<file path="config.mk">
export PLATFORM = sky130hd
export DESIGN_NAME = regfile_2r1w
export DESIGN_NICKNAME = d
export VERILOG_FILES = /design/src/rtl/regfile_2r1w.sv
export SDC_FILE = /design/constraint.sdc
export NUM_CORES = 1
export LEC_CHECK = 0
export CORE_ASPECT_RATIO = 1.1
export CORE_UTILIZATION = 25
export CTS_CLUSTER_SIZE = 30
export DETAILED_ROUTE_END_ITERATION = 6
export PLACE_DENSITY_LB_ADDON = 0.2
export SYNTH_ARGS = -nofsm -noshare
export SYNTH_HDL_FRONTEND = slang
export SYNTH_SLANG_ARGS = --single-unit
</file>
<file path="constraint.sdc">
create_clock -name clk -period 3.3 [get_ports clk]
set_input_delay 0.66 -clock clk [delete_from_list [all_inputs] [get_ports clk]]
set_output_delay 0.66 -clock clk [all_outputs]
set_load 0.03 [all_outputs]
</file>
<file path="src/rtl/regfile_2r1w.sv">
// rtl/regfile_2r1w.sv - two-read one-write register file with post-reset clear sweep
// Optional feature: define REGFILE_BYPASS_EN for write-first forwarding to the read ports.
// Reads are registered (one cycle latency); entry 0 is hardwired to zero when ZERO_REG=1.
module regfile_2r1w #(
  parameter int DATA_W   = 8,
  parameter int ADDR_W   = 5,
  parameter int ZERO_REG = 1
) (
  input  logic              clk,
  input  logic              rst,
  input  logic              ren,
  input  logic [ADDR_W-1:0] ra_sel,
  input  logic [ADDR_W-1:0] rb_sel,
  input  logic              we,
  input  logic [ADDR_W-1:0] wsel,
  input  logic [DATA_W-1:0] wdata,
  output logic [DATA_W-1:0] ra_data,
  output logic [DATA_W-1:0] rb_data,
  output logic              busy
);

  localparam int DEPTH = 2 ** ADDR_W;

  typedef enum logic {
    S_CLEAR = 1'b0,
    S_READY = 1'b1
  } state_t;

  state_t            r_state;
  logic [ADDR_W-1:0] r_clr_cnt;
  logic [DATA_W-1:0] r_mem [DEPTH];
  logic [DATA_W-1:0] r_ra_data;
  logic [DATA_W-1:0] r_rb_data;
  logic              r_busy;

  logic              w_wr_en;
  logic              w_last_clr;
  logic [DATA_W-1:0] w_ra_val;
  logic [DATA_W-1:0] w_rb_val;

  // A write to entry 0 is dropped when it is the hardwired zero register.
  assign w_wr_en    = we && !((ZERO_REG != 0) && (wsel == '0));
  assign w_last_clr = (r_clr_cnt == {ADDR_W{1'b1}});

  // Read-port value selection: zero register, optional forwarding, else stored contents.
  always_comb begin
    w_ra_val = r_mem[ra_sel];
    w_rb_val = r_mem[rb_sel];
    if ((ZERO_REG != 0) && (ra_sel == '0)) w_ra_val = '0;
    if ((ZERO_REG != 0) && (rb_sel == '0)) w_rb_val = '0;
`ifdef REGFILE_BYPASS_EN
    if (w_wr_en && (ra_sel == wsel)) w_ra_val = wdata;
    if (w_wr_en && (rb_sel == wsel)) w_rb_val = wdata;
`endif
  end

  // Control FSM: clear sweep after reset, then registered reads in READY.
  always_ff @(posedge clk) begin
    if (rst) begin
      r_state   <= S_CLEAR;
      r_clr_cnt <= '0;
      r_ra_data <= '0;
      r_rb_data <= '0;
      r_busy    <= 1'b1;
    end else begin
      case (r_state)
        S_CLEAR: begin
          r_clr_cnt <= r_clr_cnt + ADDR_W'(1);
          if (w_last_clr) begin
            r_state <= S_READY;
            r_busy  <= 1'b0;
          end
        end
        S_READY: begin
          if (ren) begin
            r_ra_data <= w_ra_val;
            r_rb_data <= w_rb_val;
          end
        end
        default: begin
          r_state <= S_CLEAR;
          r_busy  <= 1'b1;
        end
      endcase
    end
  end

  // Storage: the sweep zeroes one entry per cycle; the write port is live only in READY.
  always_ff @(posedge clk) begin
    if (!rst) begin
      if (r_state == S_CLEAR) begin
        r_mem[r_clr_cnt] <= '0;
      end else if (w_wr_en) begin
        r_mem[wsel] <= wdata;
      end
    end
  end

  assign ra_data = r_ra_data;
  assign rb_data = r_rb_data;
  assign busy    = r_busy;

endmodule

</file>
# == Yosys cells after proc, flatten, opt, wreduce, memory -nomap -nowiden ==
# Memory sizes are Yosys's and may differ from the RTL's.
# Cells that the tools add are included.
# word_totals
out_inout_bits,17
inputBits,27
wordCells,31
ram_bits,256
register_bits,23
n_memories,1
# mem_list
memory,words,word_bits,read_ports,rd_ports_with_merged_regs,write_ports,line_no,text
r_mem,32,8,2,0,1,31,logic [DATA_W-1:0] r_mem [DEPTH];
# op_classes
n_reduce_logical,8
bitwise,1
eq_ne,1
mux,14
n_addsub,1
# op_table
cell,count
$mux W8,3
$logic_not A5 Y1,3
$mux W1,10
$reduce_or A8 Y1,1
$add A5 B1 Y5 const B,1
$eq A5 B5 Y1 const B,1
$mux W5,1
$reduce_and A2 Y1,2
$logic_and A1 B1 Y1,1
$logic_not A1 Y1,1
$not A1 Y1,1

# == Longest topological paths before layout ==
# depth
word_depth,9
depth_mapped,8
mapped_depth_nobuf,5

# == Worst setup path after synthesis ==
# Ideal clock, no wire load.
# synth_path
path_kind,input to register
from,input wsel[1]
to,memory r_mem[23][0] (enable)
path_buffers,0
slack_ns,0.565
arrival_time_ns,2.350
setup_ns,0.385
required_time_ns,2.915
stages,4
cell_sequence,or4_4 o21a_4 o21ai_0 nor3b_1
# synth_via
elab_chain_len,9
elab_cells_between_ends,10
classes_between,mux: 6; reduce/logical: 4
# synth_rtl
element,line_no,text
"start, declared",15,"input logic [ADDR_W-1:0] wsel,"
$logic_not A5 Y1,42,assign w_wr_en = we && !((ZERO_REG != 0) && (wsel == '0));
$logic_not A1 Y1,42,
$logic_and A1 B1 Y1,42,
$mux W1,93,end else if (w_wr_en) begin
$mux W1,91,if (r_state == S_CLEAR) begin
$mux W1,90,if (!rst) begin
$mux W1 (implied by the code),94,r_mem[wsel] <= wdata;
$reduce_or A8 Y1 (no source line),--,
$mux W5 (no source line) or $mux W1 (tied branches),--,
"end, declared",31,
# Several ways; a longest one is shown, not always the timed one.

# == Worst setup path in the final report ==
# layout_path
from,input wsel[1]
to,memory r_mem[26][2] (enable)
# The elaborated chain is that of the path after synthesis.

==> out/qor.csv <==
metric,value,unit
antenna_cells,0,
synthTopCellsByArea,"edfxtp_1, mux4_2, mux2i_1, dfxtp_1, a22oi_1",
dp_hpwl,30200,um
switching_share,21.5,%
required,3.58,ns
die_w,220,um
drtIter0Drc,731,
synth-compound-area-share,6.81,%
row_count,87,
relSlewSlack,30.4,%
synth_mux_area_share,22.4,%
io_buffers,43,
cp-end-kind,flip-flop,
ys_warn_count,0,
grt_pass1_vias,7989,
clockRootBuffer,clkbuf_16,
ys_ff_latch,279,
routedWlPerCell,27.2,um
max_cap_violations,0,
syn_area,13100,um2
ys_types,55,
setup-tns-final,0,ns
ctsHtreeMaxLevel,1,
placed_area,14600,um2
p_switching,1.70,mW
grt_max_degree,34,
dieHeight,242,um
clk_pin_slew,0.06,ns
mostFrequentLayoutCells,"edfxtp_1, mux4_2, buf_4",
clockBufferDepth,3,
hold_buffers,0,
grt_overflow,0,
critPathTopFamily,simple AND/OR/NAND/NOR gates,
fin_crit_sh,77.9,%
power_density,504,nW/um2
area_growth,19.6,%
clock_latency,0.58,ns
synth_edf_count,256,
grt_pass1_wl,60000,um
tightestPinTransition,1.04,ns
clockPowerShare,45.1,%
critPathBufInv,2,
critical_path_class,input port to flip-flop,
clock-skew-final,0.0192,ns
cts_tree,yes,
antenna_found_initial,0,
drive_gt1_share,26.8,%
critical_path.max_stage_delay,0.57,ns
ir_worst_vdd,0.439,mV
gp_congestion,0.908,
slowest_stage,or4_4,
final_cells,1552,
status,finished with violations,
period_needed,2.57,ns
numPlacedInstances,1496,
num_io_pins,44,
seq_power_share,48.7,%
synthArstFlopShare,0,%
first_pass_iters,7,
syn_avg_cell_area,17.1,um2
drv_slew,0,
cts_buffers,31,
synth_xor_xnor_area_share,0.201,%
drt-total-wl,42200,um
track_usage,16.0,%
ctsResizeCount,0,
crit_chain,clkdlybuf4s50_1 > or4_4 > o21a_4 > o21ai_2 > nand2_1 > nor2_1 > buf_4,
clock_sinks,279,
routed_via_density,5.05,
vias,7840,
rsz0062_at_grt,false,
combPwrFrac,6.2,%
start_util,25.4,%
min_path_type,flip-flop to flip-flop,
nNetsFinal,891,
final_common_cell,edfxtp_1,
internal_power,6.20,mW
synthSimpleGateAreaFrac,5.73,%
worstPathArrival,2.85,ns
core,51500,um2
drcViolationCount,8,
crit_path_max_fanout,13,
max_freq,389,MHz
yosysTopAreaCell,edfxtp_1,
syn-num-nets,794,
p_leak,4.69,nW
setup-violations-final,0,
drtAntennaViolNets,0,
start_kind,input port,
synthFlopType,edfxtp_1,
syn_inst,765,
violations,design-rule violations,
design_area,15600,um2
synth_top_family_by_area,multiplexers,
ys_seq_area_share,62.3,%
synth_top_area_share,58.7,%
post-cts-setup-buffers,0,
dieArea,53300,um2
hold_viol,0,
synth_fa_ha_area_share,0.191,%
[through the flow]
stage          worst slack, ns  power (mW)  util, %  hold WS (ns)
2_1_floorplan            0.565        4.22        -         0.518
3_3_place_gp             0.149        4.41     28.4         0.439
3_5_place_dp            0.0876        4.41     28.4         0.448
4_1_cts                  0.707        7.97     30.4         0.461
5_1_grt                  0.547        8.11     30.4         0.481
6_report                 0.730        7.89     30.4         0.454
[power by group through the flow]
stage | Sequential (mW) | Clock [mW] | Combinational (mW)
after CTS | 3.84 | 3.63 | 0.496
final | 3.84 | 3.56 | 0.492
after detailed placement | 3.92 | 0 | 0.494
after global placement | 3.92 | 0 | 0.496
after floorplan | 3.91 | 0 | 0.310
after global routing | 3.85 | 3.74 | 0.519
[kinds of logic (layout without fill, tap and decap cells)]
logic type	Yosys count	count (layout)
flops	279	279
fa+ha+maj	2	2
simple gates	151	151
buf+inv	49	169
mux	166	166
compound gates	115	115
xor+xnor	3	3
[sequential cells by signal, summed over array words and instances (netlist names)]
name and flops:
r_mem 256, rb_data 8, r_state 1, ra_data 8, busy 1, r_clr_cnt 5
[layout make-up]
| class | count | area [um2] |
|---|---|---|
| repair buffers | 112 | 1000 |
| flip-flops and latches | 279 | 8150 |
| fillers | 5065 | 35800 |
| multi-input cells | 437 | 4620 |
| inverters | 1 | 3.75 |
| well taps | 667 | 835 |
| clock inverters | 15 | 206 |
| clock buffers | 41 | 833 |
[layer usage]
metal / vias up / wire length (um) / GRT usage (%)
met5: - / 0 / 0
met4: 0 / 792 / 3.77
met3: 46 / 2220 / 2.15
met2: 264 / 21000 / 26.6
met1: 4133 / 18200 / 21.9
li1: 3397 / - / -
[synthesized netlist by cell type, drive strengths merged, types with 9 or more instances]
library cell  count
a21o              9
and2             15
o22ai             9
nor2             49
o2111ai          14
buf              38
mux2             14
mux4            100
mux2i            52
clkbuf           10
edfxtp          256
nand2            42
a22oi            35
dfxtp            23
[path summary, 6_finish.rpt]
kind	endpoint	slack [ns]	cells past startpoint	startpoint
worst max-delay path	r_mem[26][2]	0.73	7	wsel[1]
worst min-delay path	busy	0.45	1	busy
worst max register to register	rb_data[1]	1.03	5	r_state
worst min register to register	busy	0.45	1	busy
(Power assumes the default switching activity.)
